## src/rtl/elevator_call_scheduler.sv

```systemverilog
// SCAN-style call scheduler: latches floor calls, picks the next target in the
// current sweep direction and hands it to the elevator FSM with a one-cycle strobe.
module elevator_call_scheduler #(
  parameter int TIMEOUT = 200
) (
  input  logic       clk,
  input  logic       reset,
  input  logic [3:0] call_btn,
  input  logic [1:0] current_floor,
  input  logic       moving,
  input  logic       door_open,
  input  logic       emergency_call,
  output logic [1:0] floor_request,
  output logic       request_valid,
  output logic [3:0] pending,
  output logic       dir_up,
  output logic       busy,
  output logic       timeout_err
);

  typedef enum logic [2:0] {
    S_IDLE,
    S_ISSUE,
    S_WAIT,
    S_DOOR,
    S_HALT
  } state_t;

  localparam logic [8:0] TO_LIM = 9'(TIMEOUT);

  state_t     state;
  logic [7:0] wait_cnt;
  logic [3:0] clr_mask;
  logic [2:0] scan_sel;

  // Returns {new_dir_up, target_floor}; only meaningful when pend != 0.
  function automatic logic [2:0] scan_pick(input logic [3:0] pend,
                                           input logic [1:0] cf,
                                           input logic       up);
    logic [1:0] lo_above = 2'd0;
    logic [1:0] hi_below = 2'd0;
    logic       has_above = 1'b0;
    logic       has_below = 1'b0;
    logic [2:0] sel;
    for (int i = 3; i >= 0; i--) begin
      if (pend[i] && (i > int'(cf))) begin
        lo_above  = 2'(i);
        has_above = 1'b1;
      end
    end
    for (int i = 0; i < 4; i++) begin
      if (pend[i] && (i < int'(cf))) begin
        hi_below  = 2'(i);
        has_below = 1'b1;
      end
    end
    if (pend[cf])
      sel = {up, cf};
    else if (up)
      sel = has_above ? {1'b1, lo_above} : {1'b0, hi_below};
    else
      sel = has_below ? {1'b0, hi_below} : {1'b1, lo_above};
    return sel;
  endfunction

  assign clr_mask = door_open ? (4'b0001 << current_floor) : 4'b0000;
  assign scan_sel = scan_pick(pending, current_floor, dir_up);

  // Call latch: service at the open door beats a new press of the same floor.
  always_ff @(posedge clk or negedge reset) begin
    if (!reset)
      pending <= 4'b0000;
    else
      pending <= (pending | call_btn) & ~clr_mask;
  end

  always_ff @(posedge clk or negedge reset) begin
    if (!reset) begin
      state         <= S_IDLE;
      floor_request <= 2'd0;
      request_valid <= 1'b0;
      dir_up        <= 1'b1;
      busy          <= 1'b0;
      timeout_err   <= 1'b0;
      wait_cnt      <= 8'd0;
    end else begin
      request_valid <= 1'b0;
      timeout_err   <= 1'b0;
      if (emergency_call) begin
        state <= S_HALT;
        busy  <= 1'b1;
      end else begin
        case (state)
          S_IDLE: begin
            if ((pending != 4'b0000) && !moving && !door_open) begin
              state         <= S_ISSUE;
              busy          <= 1'b1;
              floor_request <= scan_sel[1:0];
              dir_up        <= scan_sel[2];
              request_valid <= 1'b1;
            end
          end
          S_ISSUE: begin
            // The issue cycle itself counts toward the arrival budget.
            state    <= S_WAIT;
            wait_cnt <= 8'd1;
          end
          S_WAIT: begin
            if (door_open && (current_floor == floor_request)) begin
              state <= S_DOOR;
            end else if (({1'b0, wait_cnt} + 9'd1) == TO_LIM) begin
              state       <= S_IDLE;
              busy        <= 1'b0;
              timeout_err <= 1'b1;
              wait_cnt    <= 8'd0;
            end else begin
              wait_cnt <= wait_cnt + 8'd1;
            end
          end
          S_DOOR: begin
            if (!door_open) begin
              state <= S_IDLE;
              busy  <= 1'b0;
            end
          end
          S_HALT: begin
            state    <= S_IDLE;
            busy     <= 1'b0;
            wait_cnt <= 8'd0;
          end
          default: begin
            state <= S_IDLE;
            busy  <= 1'b0;
          end
        endcase
      end
    end
  end

endmodule
```

## config.mk

```make
export PLATFORM = sky130hd
export DESIGN_NAME = elevator_call_scheduler
export DESIGN_NICKNAME = d
export VERILOG_FILES = /design/src/rtl/elevator_call_scheduler.sv
export SDC_FILE = /design/constraint.sdc
export NUM_CORES = 1
export LEC_CHECK = 0
export CORE_MARGIN = 2
export CORE_UTILIZATION = 37
export DETAILED_ROUTE_END_ITERATION = 10
export SETUP_SLACK_MARGIN = 0.4
export SLEW_MARGIN = 20
export SYNTH_ARGS = -nofsm -noshare
export SYNTH_HDL_FRONTEND = slang
export SYNTH_SLANG_ARGS = --single-unit
```

## constraint.sdc

```tcl
create_clock -name clk -period 2.6 [get_ports clk]
set_input_delay 0.39 -clock clk [delete_from_list [all_inputs] [get_ports clk]]
set_output_delay 0.39 -clock clk [all_outputs]
set_load 0.1 [all_outputs]
```

# Word-level counts from Yosys, hierarchy flattened
# Index checks and enable logic that the tools add are counted.
# word_totals
reg_bits	21
latch_bits	0
ramBits	0
mem_bits_ro	0
output_inout_bits	10
memories	0
# classes
add_sub_neg	2
mul	0
div	0
n_lt_le_gt_ge	7
eq_ne	13
shift	1
n_mux	40
n_bitwise	5
n_reduce_logical	19
# op_table
operator	count
2-to-1 mux 3 bit	8
case mux 8 bit (3 select lines)	1
2-to-1 mux 1 bit	20
2-to-1 mux 8 bit	2
inequality test 3 bit (second input constant)	4
case mux 3 bit (4 select lines)	1
2-to-1 mux 2 bit	5
adder 8 x 1 -> 9 bit (second input constant)	1
equality test 9 x 8 -> 1 bit (second input constant)	1
logical AND 1 bit	9
AND reduction 3 bit	3
adder 8 x 1 -> 8 bit (second input constant)	1
equality test 3 x 2 -> 1 bit (second input constant)	2
AND reduction 5 bit	1
bitwise AND 4 bit	1
greater-than comparator 2 bit (first input constant)	2
less-than comparator 1 x 2 -> 1 bit (first input constant)	2
2-to-1 mux 4 bit	1
inequality test 2 bit (second input constant)	2
inequality test 4 bit (second input constant)	1
inverter 4 bit	1
bitwise OR 4 bit	1
case mux 1 bit (4 select lines)	1
AND reduction 4 bit	1
other kinds (13)	15

# Longest topological paths before layout
# depth
word_depth	8
mapped_depth	7

# Worst setup path before layout
# Ideal clock, no wire load.
# synth_timing
path_type	reg-to-reg
start	reg floor_request[1]
end	reg wait_cnt[6]
setup_ps	76
arrival_time_ps	2243
t_required_ps	2524
setup_slack_ps	281
path_stages_with_launch	7
synth_period_minus_slack_ps	2319
path_cell_list	dfrtp_1 -> xnor2_1 -> and2_4 -> o31a_1 -> buf_6 -> or4_1 -> o21ai_1
# synth_via
elab_chain_cells	4
# synth_lines
element	line	text
start, declared	13	output logic [1:0] floor_request,
start signal, assigned	98	floor_request <= scan_sel[1:0];
equality test 2 bit	109	if (door_open && (current_floor == floor_request)) begin
logical AND 1 bit	109	
inequality test 2 bit (no line)	--	
AND reduction 3 bit (no line)	--	
end signal, assigned	117	wait_cnt <= wait_cnt + 8'd1;
end, declared	32	logic [7:0] wait_cnt;
# No other way between the ends.
# A chain may end at the register's enable or synchronous reset.

# Worst setup path in the final report
# layout_timing
start	in emergency_call
end	reg wait_cnt[6]
# layout_via
elab_chain_cells	2
# layout_lines
element	line	text
start, declared	12	input logic emergency_call,
inverter 1 bit (no line)	--	
AND reduction 3 bit (no line)	--	
# No other way between the ends.

==> run metrics <==
layout net count=roughly 190; R2R setup slack=between 0.5 and 0.6 ns; M3 GR Usage=between 2 and 3%; P_leak=approximately 0.63 nW; Core Box Area=around 3400 sq um; Worst Path Required=around 2.8 ns; postcts setup bufs=0; Chip Height=approximately 64 microns; Post-DP Area=1585 sq um; post-synthesis sequential area ratio=between 30% and 40%; FFs w/ async S/R, synth=100.0%; PD cells=around 560 nW/um^2; Post-Route Setup TNS=0 ns; CP endpoint kind=register; Clock Skews=0.01208 ns; vias in the first global route=around 1.2k; Final Hold Fails=0; Synth Cell Area=1354 sq um; CTS Buffer Depth=2; CP max stage delay=just over 0.6 ns; critical path fanouts, max=11; Num CTS Buffers=3; gate count after technology mapping=between 150 and 200; # fillers=350; maximum vdd drop=around 0.51 mV; largest net degree at the start of global routing=15; fmax=479.0 MHz; initial antenna violation count=0; First DRT Iteration DRCs=71; final instance area=around 1600 sq um; Setup violations, final=0; Sink Count=21; layout cells sized above 1=between 15 and 20%; CP Data Arrival Time=2.33 ns; Place WS=between 0.2 and 0.25 ns; Die Wd=between 60 and 70 microns; H-tree depth=1; Setup CP Type=in2reg; Resized Gates After CTS=0; Worst Setup Start Kind=input pin; status=completed; drt first pass iters=4; drt total wl=between 3 and 4 mm; Clk Latency, worst-skew pair=roughly 0.3 ns; Critical Path, Cell by Cell=clkdlybuf4s50_1 > nor4b_2 > a221oi_2 > o31a_1 > or4_1 > o21ai_1; post-detail-place hpwl=2.435 mm; synthesized area per cell=roughly 8.8 sq um; GR peak layer=met2; Clock transition at path regs=0.12 ns; Port Buffers=20; initial core utilization=between 30% and 40%; Final Max Tran Viols=0; global-route wire length before repair=between 5 and 6 mm; drt drc=0; critical path's slowest cell=clkdlybuf4s50_1; worst r2r path cells=5; GPL Wtd Cong=around 0.85; post-synth net total=approximately 170; Final min period=about 2.1 ns; cts hold-fix bufs=0; Pwr Total=0.9158 mW; Via density=roughly 5.8; Critical R2R Capture=wait_cnt[7]$_DFFE_PN0P_; fin cells=roughly 220; YS warnings=0; Placed Cells=about 220; most frequent cells in the layout=dfrtp_1 (15), nand2_1 (14), buf_4 (14); Synth cell types=50; met1 Use GR=a little under a quarter; DR WL/cell=between 10 and 15 microns; I/O pin count=21; Syn-to-layout area delta=20.70%; unrepaired setup endpoints after global routing=no; number of synthesized flops with an enable pin=0; most common cell after layout, fill and taps aside=dfrtp_1; Overflow after GRT=0; final worst slack=roughly 0.51 ns; fin crit share=between 80 and 90%; CTS tree=built; Slew headroom=around three fifths; CTS root buffer=clkbuf_4; ys flop type=dfrtp_1; Max Cap Violations=0; measured slew at the worst slew-check pin=0.5977 ns; synthesized flop and latch total=21; Total GRT Usage=roughly 17%; Rows=21; worst min-delay path class=in2async; Critical R2R Launch=wait_cnt[1]$_DFFE_PN0P_; diodes inserted=0; GRT met2 Usage=28.52%; via count=approximately 1.3k; ANT nets after route=0; Die Footprint=about 4200 sq um
## report_power, final
part / internal, mW / total [mW] / switching, mW
registers: 0.359 / 0.402 / 0.0431
logic: 0.109 / 0.359 / 0.250
clock network: 0.0572 / 0.155 / 0.0977
## worst max-delay path by stage
stage,cells past startpoint,startpoint,slack [ns],to
after floorplan,6,floor_request[0]$_DFFE_PN0P_,0.49,wait_cnt[4]$_DFFE_PN0P_
after global placement,6,emergency_call,0.30,wait_cnt[4]$_DFFE_PN0P_
after detailed placement,6,emergency_call,0.21,wait_cnt[4]$_DFFE_PN0P_
after CTS,5,wait_cnt[0]$_DFFE_PN0P_,0.56,wait_cnt[1]$_DFFE_PN0P_
after global routing,5,wait_cnt[0]$_DFFE_PN0P_,0.41,wait_cnt[1]$_DFFE_PN0P_
final,6,emergency_call,0.51,wait_cnt[6]$_DFFE_PN0P_
## synth_stat cells, drive strengths merged (3+ instances only)
master / instances / area, sq um
nand2b: 3 / 18.77
o21ai: 17 / 85.08
nand3: 4 / 20.02
nor2b: 4 / 25.02
inv: 7 / 26.27
buf: 4 / 26.27
nor4: 4 / 25.02
nor2: 10 / 37.54
or3: 3 / 18.77
nand2: 14 / 52.55
xnor2: 3 / 26.28
a21oi: 8 / 40.04
dfrtp: 20 / 500.5
a31oi: 5 / 31.28
clkbuf: 3 / 11.26
nor4b: 3 / 38.79
a221oi: 3 / 26.28
## metal layers
metal | vias up | wire length (microns)
li1 | 628 | -
met1 | 597 | 1491
met2 | 48 | 1640
met3 | 6 | 125
met4 | 0 | 31
met5 | - | 0
## sequential cells by signal, indices dropped and copies added, names as in the netlist
| name | flops |
|---|---|
| busy | 1 |
| dir_up | 1 |
| floor_request | 2 |
| pending | 4 |
| request_valid | 1 |
| state | 3 |
| timeout_err | 1 |
| wait_cnt | 8 |
## kinds of logic (layout without fill, tap and decap cells)
kind of cell | count (synthesis) | in the layout | share of synthesized area [%]
muxes | 3 | 3 | 2.311
xor gates and xnor gates | 4 | 4 | 2.588
buffers and inverters | 14 | 35 | 4.713
DFF | 21 | 21 | 38.91
AOI/OAI and AO/OA | 52 | 53 | 25.60
adders and majority gates | 1 | 1 | 0.9241
and+or+nand+nor | 59 | 59 | 24.95
## worst max-delay path, delay by kind of cell
| family | cells | cell delay (ns) |
|---|---|---|
| AND/OR/NAND/NOR | 2 | 0.90 |
| buffers and inverters | 1 | 0.61 |
| AO/OA/AOI/OAI | 3 | 0.42 |
## layout make-up
cell class                      count  area, sq um  share of cell area [%]
Inverter                            7        26.28                   1.608
Tap cell                           46        57.56                   3.522
Multi-Input combinational cell    120        784.5                   48.01
Sequential cell                    21        533.0                   32.62
Clock buffer                        3        22.52                   1.378
Clock inverter                      1        5.005                  0.3063
Timing Repair Buffer               24        205.2                   12.56
## stage by stage
| stage | util (%) | hold slack (ns) |
|---|---|---|
| after floorplan | - | 0.09441 |
| after global placement | 46.41 | 0.5090 |
| after detailed placement | 46.41 | 0.5135 |
| after CTS | 47.22 | 0.4022 |
| after global routing | 47.84 | 0.3926 |
| final | 47.84 | 0.4015 |
Power figures use the tool's default switching activity.
